**config.mk**
```make
export PLATFORM = sky130hd
export DESIGN_NAME = serv_dbg_rf_shadow
export DESIGN_NICKNAME = d
export VERILOG_FILES = /design/src/rtl/serv_dbg_pkg.sv /design/src/rtl/serv_dbg_shadow_mem.sv /design/src/rtl/serv_dbg_rf_shadow.sv
export SDC_FILE = /design/constraint.sdc
export NUM_CORES = 2
export LEC_CHECK = 0
export BUFFER_PORTS_ARGS = -buffer_cell sky130_fd_sc_hd__buf_2
export CORE_ASPECT_RATIO = 0.7
export CORE_UTILIZATION = 34
export CTS_BUF_LIST = sky130_fd_sc_hd__clkbuf_4 sky130_fd_sc_hd__clkbuf_8 sky130_fd_sc_hd__clkbuf_16
export CTS_CLUSTER_DIAMETER = 30
export DETAILED_ROUTE_END_ITERATION = 8
export PLACE_DENSITY = 0.55
export SLEW_MARGIN = 20
export SYNTH_ARGS = -nofsm -noshare
export SYNTH_HDL_FRONTEND = slang
export SYNTH_SLANG_ARGS = --single-unit
```
**constraint.sdc**
```tcl
create_clock -name clk -period 3.5 [get_ports clk]
set_input_delay 0.7 -clock clk [delete_from_list [all_inputs] [get_ports clk]]
set_output_delay 0.7 -clock clk [all_outputs]
set_load 0.1 [all_outputs]
```
**src/rtl/serv_dbg_pkg.sv**
```systemverilog
// Shared constants, size helpers and FSM encoding for the debug register-file shadow.
package serv_dbg_pkg;

  localparam int unsigned DBG_REGNO_W  = 6;
  localparam int unsigned RF_WIDTH_DEF = 8;
  localparam int unsigned CSR_REGS_DEF = 4;

  // NREGS, CHUNKS and CW for a given configuration.
  function automatic int unsigned nregs(input int unsigned csr_regs);
    return 32 + csr_regs;
  endfunction

  function automatic int unsigned chunks(input int unsigned rf_width);
    return 32 / rf_width;
  endfunction

  function automatic int unsigned chunk_w(input int unsigned rf_width);
    return $clog2(32 / rf_width);
  endfunction

  typedef enum logic [1:0] {IDLE, CHECK, WAIT, RESP} dbg_state_e;

endpackage

```
**src/rtl/serv_dbg_shadow_mem.sv**
```systemverilog
// NREGS x 32 shadow flop array: per-chunk snoop writes, registered read with
// same-cycle write forwarding.
module serv_dbg_shadow_mem import serv_dbg_pkg::*; #(
  parameter int unsigned RF_WIDTH = RF_WIDTH_DEF,
  parameter int unsigned NREGS    = 36,
  parameter int unsigned CWI      = 2
) (
  input  logic                   clk,
  input  logic                   i_rst_n,
  input  logic                   i_we,
  input  logic [DBG_REGNO_W-1:0] i_wreg,
  input  logic [CWI-1:0]         i_wchunk,
  input  logic [RF_WIDTH-1:0]    i_wdata,
  input  logic                   i_re,
  input  logic [DBG_REGNO_W-1:0] i_raddr,
  output logic [31:0]            o_rdata
);

  localparam int unsigned RW = DBG_REGNO_W + 1;
  localparam logic [RW-1:0] NREGS_W = RW'(NREGS);

  logic [31:0] r_mem [NREGS];
  logic [31:0] r_rdata;
  logic [31:0] w_rd_fwd;
  logic        w_wvalid;

  // x0 is hardwired to zero; addresses past the CSR slots are dropped.
  assign w_wvalid = i_we && (i_wreg != '0) && ({1'b0, i_wreg} < NREGS_W);

  always_comb begin
    w_rd_fwd = '0;
    if ({1'b0, i_raddr} < NREGS_W) begin
      w_rd_fwd = r_mem[i_raddr];
      if (w_wvalid && (i_wreg == i_raddr)) begin
        w_rd_fwd[32'(i_wchunk) * RF_WIDTH +: RF_WIDTH] = i_wdata;
      end
    end
  end

  always_ff @(posedge clk) begin
    if (!i_rst_n) begin
      r_mem   <= '{default: '0};
      r_rdata <= '0;
    end else begin
      if (w_wvalid) begin
        r_mem[i_wreg][32'(i_wchunk) * RF_WIDTH +: RF_WIDTH] <= i_wdata;
      end
      if (i_re) begin
        r_rdata <= w_rd_fwd;
      end
    end
  end

  assign o_rdata = r_rdata;

endmodule

```
**src/rtl/serv_dbg_rf_shadow.sv**
```systemverilog
// Snoops RF RAM writes into a 32-bit shadow and serves debug reads, holding
// off a read while its register is only partly written.
module serv_dbg_rf_shadow import serv_dbg_pkg::*; #(
  parameter int unsigned RF_WIDTH = RF_WIDTH_DEF,
  parameter int unsigned CSR_REGS = CSR_REGS_DEF,
  parameter int unsigned RF_L2D   = $clog2(nregs(CSR_REGS) * 32 / RF_WIDTH)
) (
  input  logic                   clk,
  input  logic                   i_rst_n,
  input  logic [RF_L2D-1:0]      i_rf_waddr,
  input  logic [RF_WIDTH-1:0]    i_rf_wdata,
  input  logic                   i_rf_wen,
  input  logic                   i_dbg_req,
  input  logic [DBG_REGNO_W-1:0] i_dbg_regno,
  output logic                   o_dbg_ack,
  output logic [31:0]            o_dbg_rdata,
  output logic                   o_dbg_err,
  output logic                   o_seq_err
);

  localparam int unsigned NREGS  = nregs(CSR_REGS);
  localparam int unsigned CHUNKS = chunks(RF_WIDTH);
  localparam int unsigned CW     = chunk_w(RF_WIDTH);
  localparam int unsigned CWI    = (CW == 0) ? 1 : CW;
  localparam int unsigned RW     = DBG_REGNO_W + 1;
  localparam logic [RW-1:0]  NREGS_W    = RW'(NREGS);
  localparam logic [CWI-1:0] LAST_CHUNK = CWI'(CHUNKS - 1);

  dbg_state_e             r_state, w_state_d;
  logic [DBG_REGNO_W-1:0] r_regno, w_regno_d;
  logic                   r_err, w_err_d;
  logic                   r_busy, w_busy_d;
  logic [DBG_REGNO_W-1:0] r_busy_reg, w_busy_reg_d;
  logic [CWI-1:0]         r_exp_chunk, w_exp_d;
  logic                   r_seq_err, w_seq_err_d;

  logic [DBG_REGNO_W-1:0] w_wreg;
  logic [CWI-1:0]         w_wchunk;
  logic                   w_re, w_oob, w_hold;

  assign w_wreg   = DBG_REGNO_W'(i_rf_waddr >> CW);
  assign w_wchunk = (CW == 0) ? '0 : CWI'(i_rf_waddr);

  always_comb begin
    w_busy_d     = r_busy;
    w_busy_reg_d = r_busy_reg;
    w_exp_d      = r_exp_chunk;
    w_seq_err_d  = r_seq_err;
    if (i_rf_wen) begin
      if (w_wchunk == LAST_CHUNK) begin
        w_busy_d = 1'b0;
      end else if (w_wchunk == '0) begin
        w_busy_d     = 1'b1;
        w_busy_reg_d = w_wreg;
      end
      if (w_wchunk != r_exp_chunk) w_seq_err_d = 1'b1;
      w_exp_d = (w_wchunk == LAST_CHUNK) ? '0 : w_wchunk + CWI'(1);
    end
  end

  // Conflict is judged on post-write tracking state, so a same-cycle chunk 0
  // stalls the read and a same-cycle final chunk (forwarded) releases it.
  assign w_oob  = ({1'b0, r_regno} >= NREGS_W);
  assign w_hold = w_busy_d && (w_busy_reg_d == r_regno);

  always_comb begin
    w_state_d = r_state;
    w_regno_d = r_regno;
    w_err_d   = r_err;
    w_re      = 1'b0;
    case (r_state)
      IDLE: begin
        if (i_dbg_req) begin
          w_regno_d = i_dbg_regno;
          w_state_d = CHECK;
        end
      end
      CHECK, WAIT: begin
        if (w_oob) begin
          w_state_d = RESP;
          w_err_d   = 1'b1;
          w_re      = 1'b1;
        end else if (w_hold) begin
          w_state_d = WAIT;
        end else begin
          w_state_d = RESP;
          w_err_d   = 1'b0;
          w_re      = 1'b1;
        end
      end
      RESP:    w_state_d = IDLE;
      default: w_state_d = IDLE;
    endcase
  end

  always_ff @(posedge clk) begin
    if (!i_rst_n) begin
      r_state     <= IDLE;
      r_regno     <= '0;
      r_err       <= 1'b0;
      r_busy      <= 1'b0;
      r_busy_reg  <= '0;
      r_exp_chunk <= '0;
      r_seq_err   <= 1'b0;
    end else begin
      r_state     <= w_state_d;
      r_regno     <= w_regno_d;
      r_err       <= w_err_d;
      r_busy      <= w_busy_d;
      r_busy_reg  <= w_busy_reg_d;
      r_exp_chunk <= w_exp_d;
      r_seq_err   <= w_seq_err_d;
    end
  end

  serv_dbg_shadow_mem #(
    .RF_WIDTH (RF_WIDTH),
    .NREGS    (NREGS),
    .CWI      (CWI)
  ) u_mem (
    .clk      (clk),
    .i_rst_n  (i_rst_n),
    .i_we     (i_rf_wen),
    .i_wreg   (w_wreg),
    .i_wchunk (w_wchunk),
    .i_wdata  (i_rf_wdata),
    .i_re     (w_re),
    .i_raddr  (r_regno),
    .o_rdata  (o_dbg_rdata)
  );

  assign o_dbg_ack = (r_state == RESP);
  assign o_dbg_err = r_err;
  assign o_seq_err = r_seq_err;

endmodule
```
==> results.cfg <==
[run_status]
status = finished clean

[critical_path]
critPathSlowestCell = dfxtp_4
startpoint_type = register
arrival_ns = 3.96
r2r-start = r_regno[1]$_SDFFE_PN0P_
required_ns = 4.21
crit_fanout = 23
r2r_setup_slack_ns = 0.25
slowest_delay_ns = 0.67
crit_type = reg -> reg
path_cells = buf_4 -> mux4_2 -> mux2i_1 -> o22ai_1 -> nor2_1 -> nand4_1 -> a32o_1
worst_r2r_path_depth = 7
cp-end-kind = register
worst_r2r_endpoint = u_mem.o_rdata[12]$_SDFFE_PN0P_

[floorplanning]
die_h_um = 342
start_util_pct = 34.3
fp.coreArea_mm2 = 0.164
die_w_um = 488
die_area_mm2 = 0.167
rows = 124
ios = 61

[clock_tree]
htreeDepth = 4
root_buffer = clkbuf_16
post_cts_resized = 0
cts_setup_buffers = 0
ctsHoldBuffers = 0
cts_tree = built
clock_sinks = 1203
clk_pin_slew_worst_paths_ns = 0.05
clk_path_buf_depth = 3
cts_buffers = 232
clk_latency_ns = 0.85

[yosys]
avgSynthCellArea_um2 = 8.89
synthFlopType = dfxtp_1
netlist_instances = 6329
synth_cell_types = 61
ys_seq_elements = 1203
syn-num-nets = 6363
synth_warnings = 0
synth-async-reset-ratio_pct = 0
syn_area_mm2 = 0.0563
synth-seq-area-share_pct = 42.8
synth-edff-count = 0

[finish]
largest_reg_flops = 1152
nets = 6380
final_common_cell = nand2_1
syn_to_final_growth_pct = 22.7
final_cell_mix = nand2_1 (1215), dfxtp_1 (1198), a21boi_0 (1054), o21ai_0 (578), nand3_1 (532)
layout.cells.non_filler = 8756
layout-drive-gt1-share_pct = 17.3

[power]
powerDensity_mw_per_mm2 = 607
ir_drop_v = 0.000443
leakage_nw = 22.3

[place]
place.gp.congestion = 0.915
placedCellCount = 8317
portBuffers = 60
dpl.hpwl_mm = 129

[detailed_routing]
ant_nets = 0
drt_pass1_iterations = 5
vias = 49144
first_iter_violations = 4840
avgRoutedWirePerCell_um = 22.6
viasPerCell = 5.61
drcViolationCount = 0
routed_wl_mm = 198

[sta]
fmax_ghz = 0.308
period_needed_ns = 3.25
maxSlewViolCount = 0
hold_violations = 0
slew_headroom_pct = 22.7
worst_slew_pin_slew_ns = 1.16
rsz0062_at_grt = false
setup_viol = 0
timing.final.crit_share_pct = 92.9
setup_tns_ns = 0
skew_ns = 0.0338

[global_route]
grt_use_total_pct = 23.2
grt_max_degree = 258
grt_pass1_vias = 46637
antenna_found_initial = 8
grt_pass1_wl_mm = 299
gr-total-overflow = 0

[min_path]
whs_path_depth = 3
min_to = r_regno[3]$_SDFFE_PN0P_
hold_start = i_dbg_regno[3]
worstHoldPathType = in -> reg

[job]
cap_viol_max_count = 0
critical path, delay by kind of cell, from the launching register on:
family                 cells  cell delay (ns)
buffers and inverters      1             0.44
multiplexers               2             0.91
flip-flops                 1             0.67
AND/OR/NAND/NOR            2             0.32
AO/OA/AOI/OAI              2             0.73
cell families after synthesis:
family | Yosys count | synth area share, %
xor gates and xnor gates | 9 | 0.153
muxes | 484 | 13.1
AOI/OAI and AO/OA | 1871 | 22.6
adders and majority gates | 8 | 0.178
and+or+nand+nor | 2111 | 16.5
buffers and inverters | 643 | 4.66
DFF | 1203 | 42.8
routing by layer:
layer / vias to the layer above / wire length (µm) / global-route usage, % / share of wire (%)
li1: 22471 / - / - / -
met1: 24420 / 95300 / 34.9 / 48
met2: 1982 / 80700 / 32.2 / 41
met3: 269 / 18700 / 5.89 / 9.5
met4: 2 / 3360 / 5.80 / 1.7
met5: - / 13 / 0 / 0.0066
final cells by class:
cell class	instances	area (µm²)
well taps	2205	2760
clock buffers	292	6540
repair buffers	412	3850
flip-flops and latches	1203	24100
inverters	14	52.6
multi-input cells	4483	29800
diodes	1	2.50
clock inverters	146	1910
fillers	15797	94800
where the power goes:
group	internal (mW)	switching, mW
logic	1.44	2.79
registers	13.8	0.153
clock network	15.7	7.97
total	31.0	10.9
worst max path at each step:
stage | start | to | slack (ns) | depth (start not counted)
2_1_floorplan | i_rf_waddr[0] | u_mem.o_rdata[11]$_SDFFE_PN0P_ | 0.58 | 10
3_3_place_gp | i_rf_waddr[0] | u_mem.o_rdata[20]$_SDFFE_PN0P_ | 0.14 | 12
3_5_place_dp | i_rf_waddr[0] | u_mem.o_rdata[18]$_SDFFE_PN0P_ | 0.12 | 12
4_1_cts | r_regno[1]$_SDFFE_PN0P_ | u_mem.o_rdata[19]$_SDFFE_PN0P_ | 0.34 | 7
5_1_grt | r_regno[1]$_SDFFE_PN0P_ | u_mem.o_rdata[19]$_SDFFE_PN0P_ | 0.12 | 7
6_report | r_regno[1]$_SDFFE_PN0P_ | u_mem.o_rdata[12]$_SDFFE_PN0P_ | 0.25 | 7
metrics by stage:
stage	worst slack (ns)	power (mW)	hold slack, ns	instance area [µm²]	utilization [%]
floorplan	0.580	16.8	0.425	56300	-
global placement	0.141	18.4	0.437	60600	37.0
detailed placement	0.122	18.4	0.439	60600	37.0
CTS	0.345	42.1	0.0947	69000	42.1
global route	0.122	43.0	0.142	69000	42.1
finish	0.248	41.9	0.148	69000	42.1
cell usage after synthesis, drive strengths merged (6+ instances only):
cell	n	area, µm²
nand2	1215	4560
dfxtp	1203	24100
a21boi	1071	8040
o21ai	578	2890
nand3	536	2680
clkbuf	419	1570
mux2i	266	2660
buf	210	996
mux4	200	4500
nor2	119	457
nor2b	73	457
and2	70	438
a22oi	40	305
a22o	38	333
nand4	34	213
o22ai	32	200
o221ai	23	201
mux2	18	203
a211o	17	149
o211ai	15	113
inv	14	52.6
a221o	11	110
a221oi	10	87.6
a32o	10	100
nor3	9	45.0
nor4	9	68.8
ha	8	100
nand3b	8	60.1
or2b	8	60.1
nor3b	7	52.6
xor2	7	68.8
a2111oi	6	52.6
a21oi	6	30.0
(Power assumes the default switching activity.)
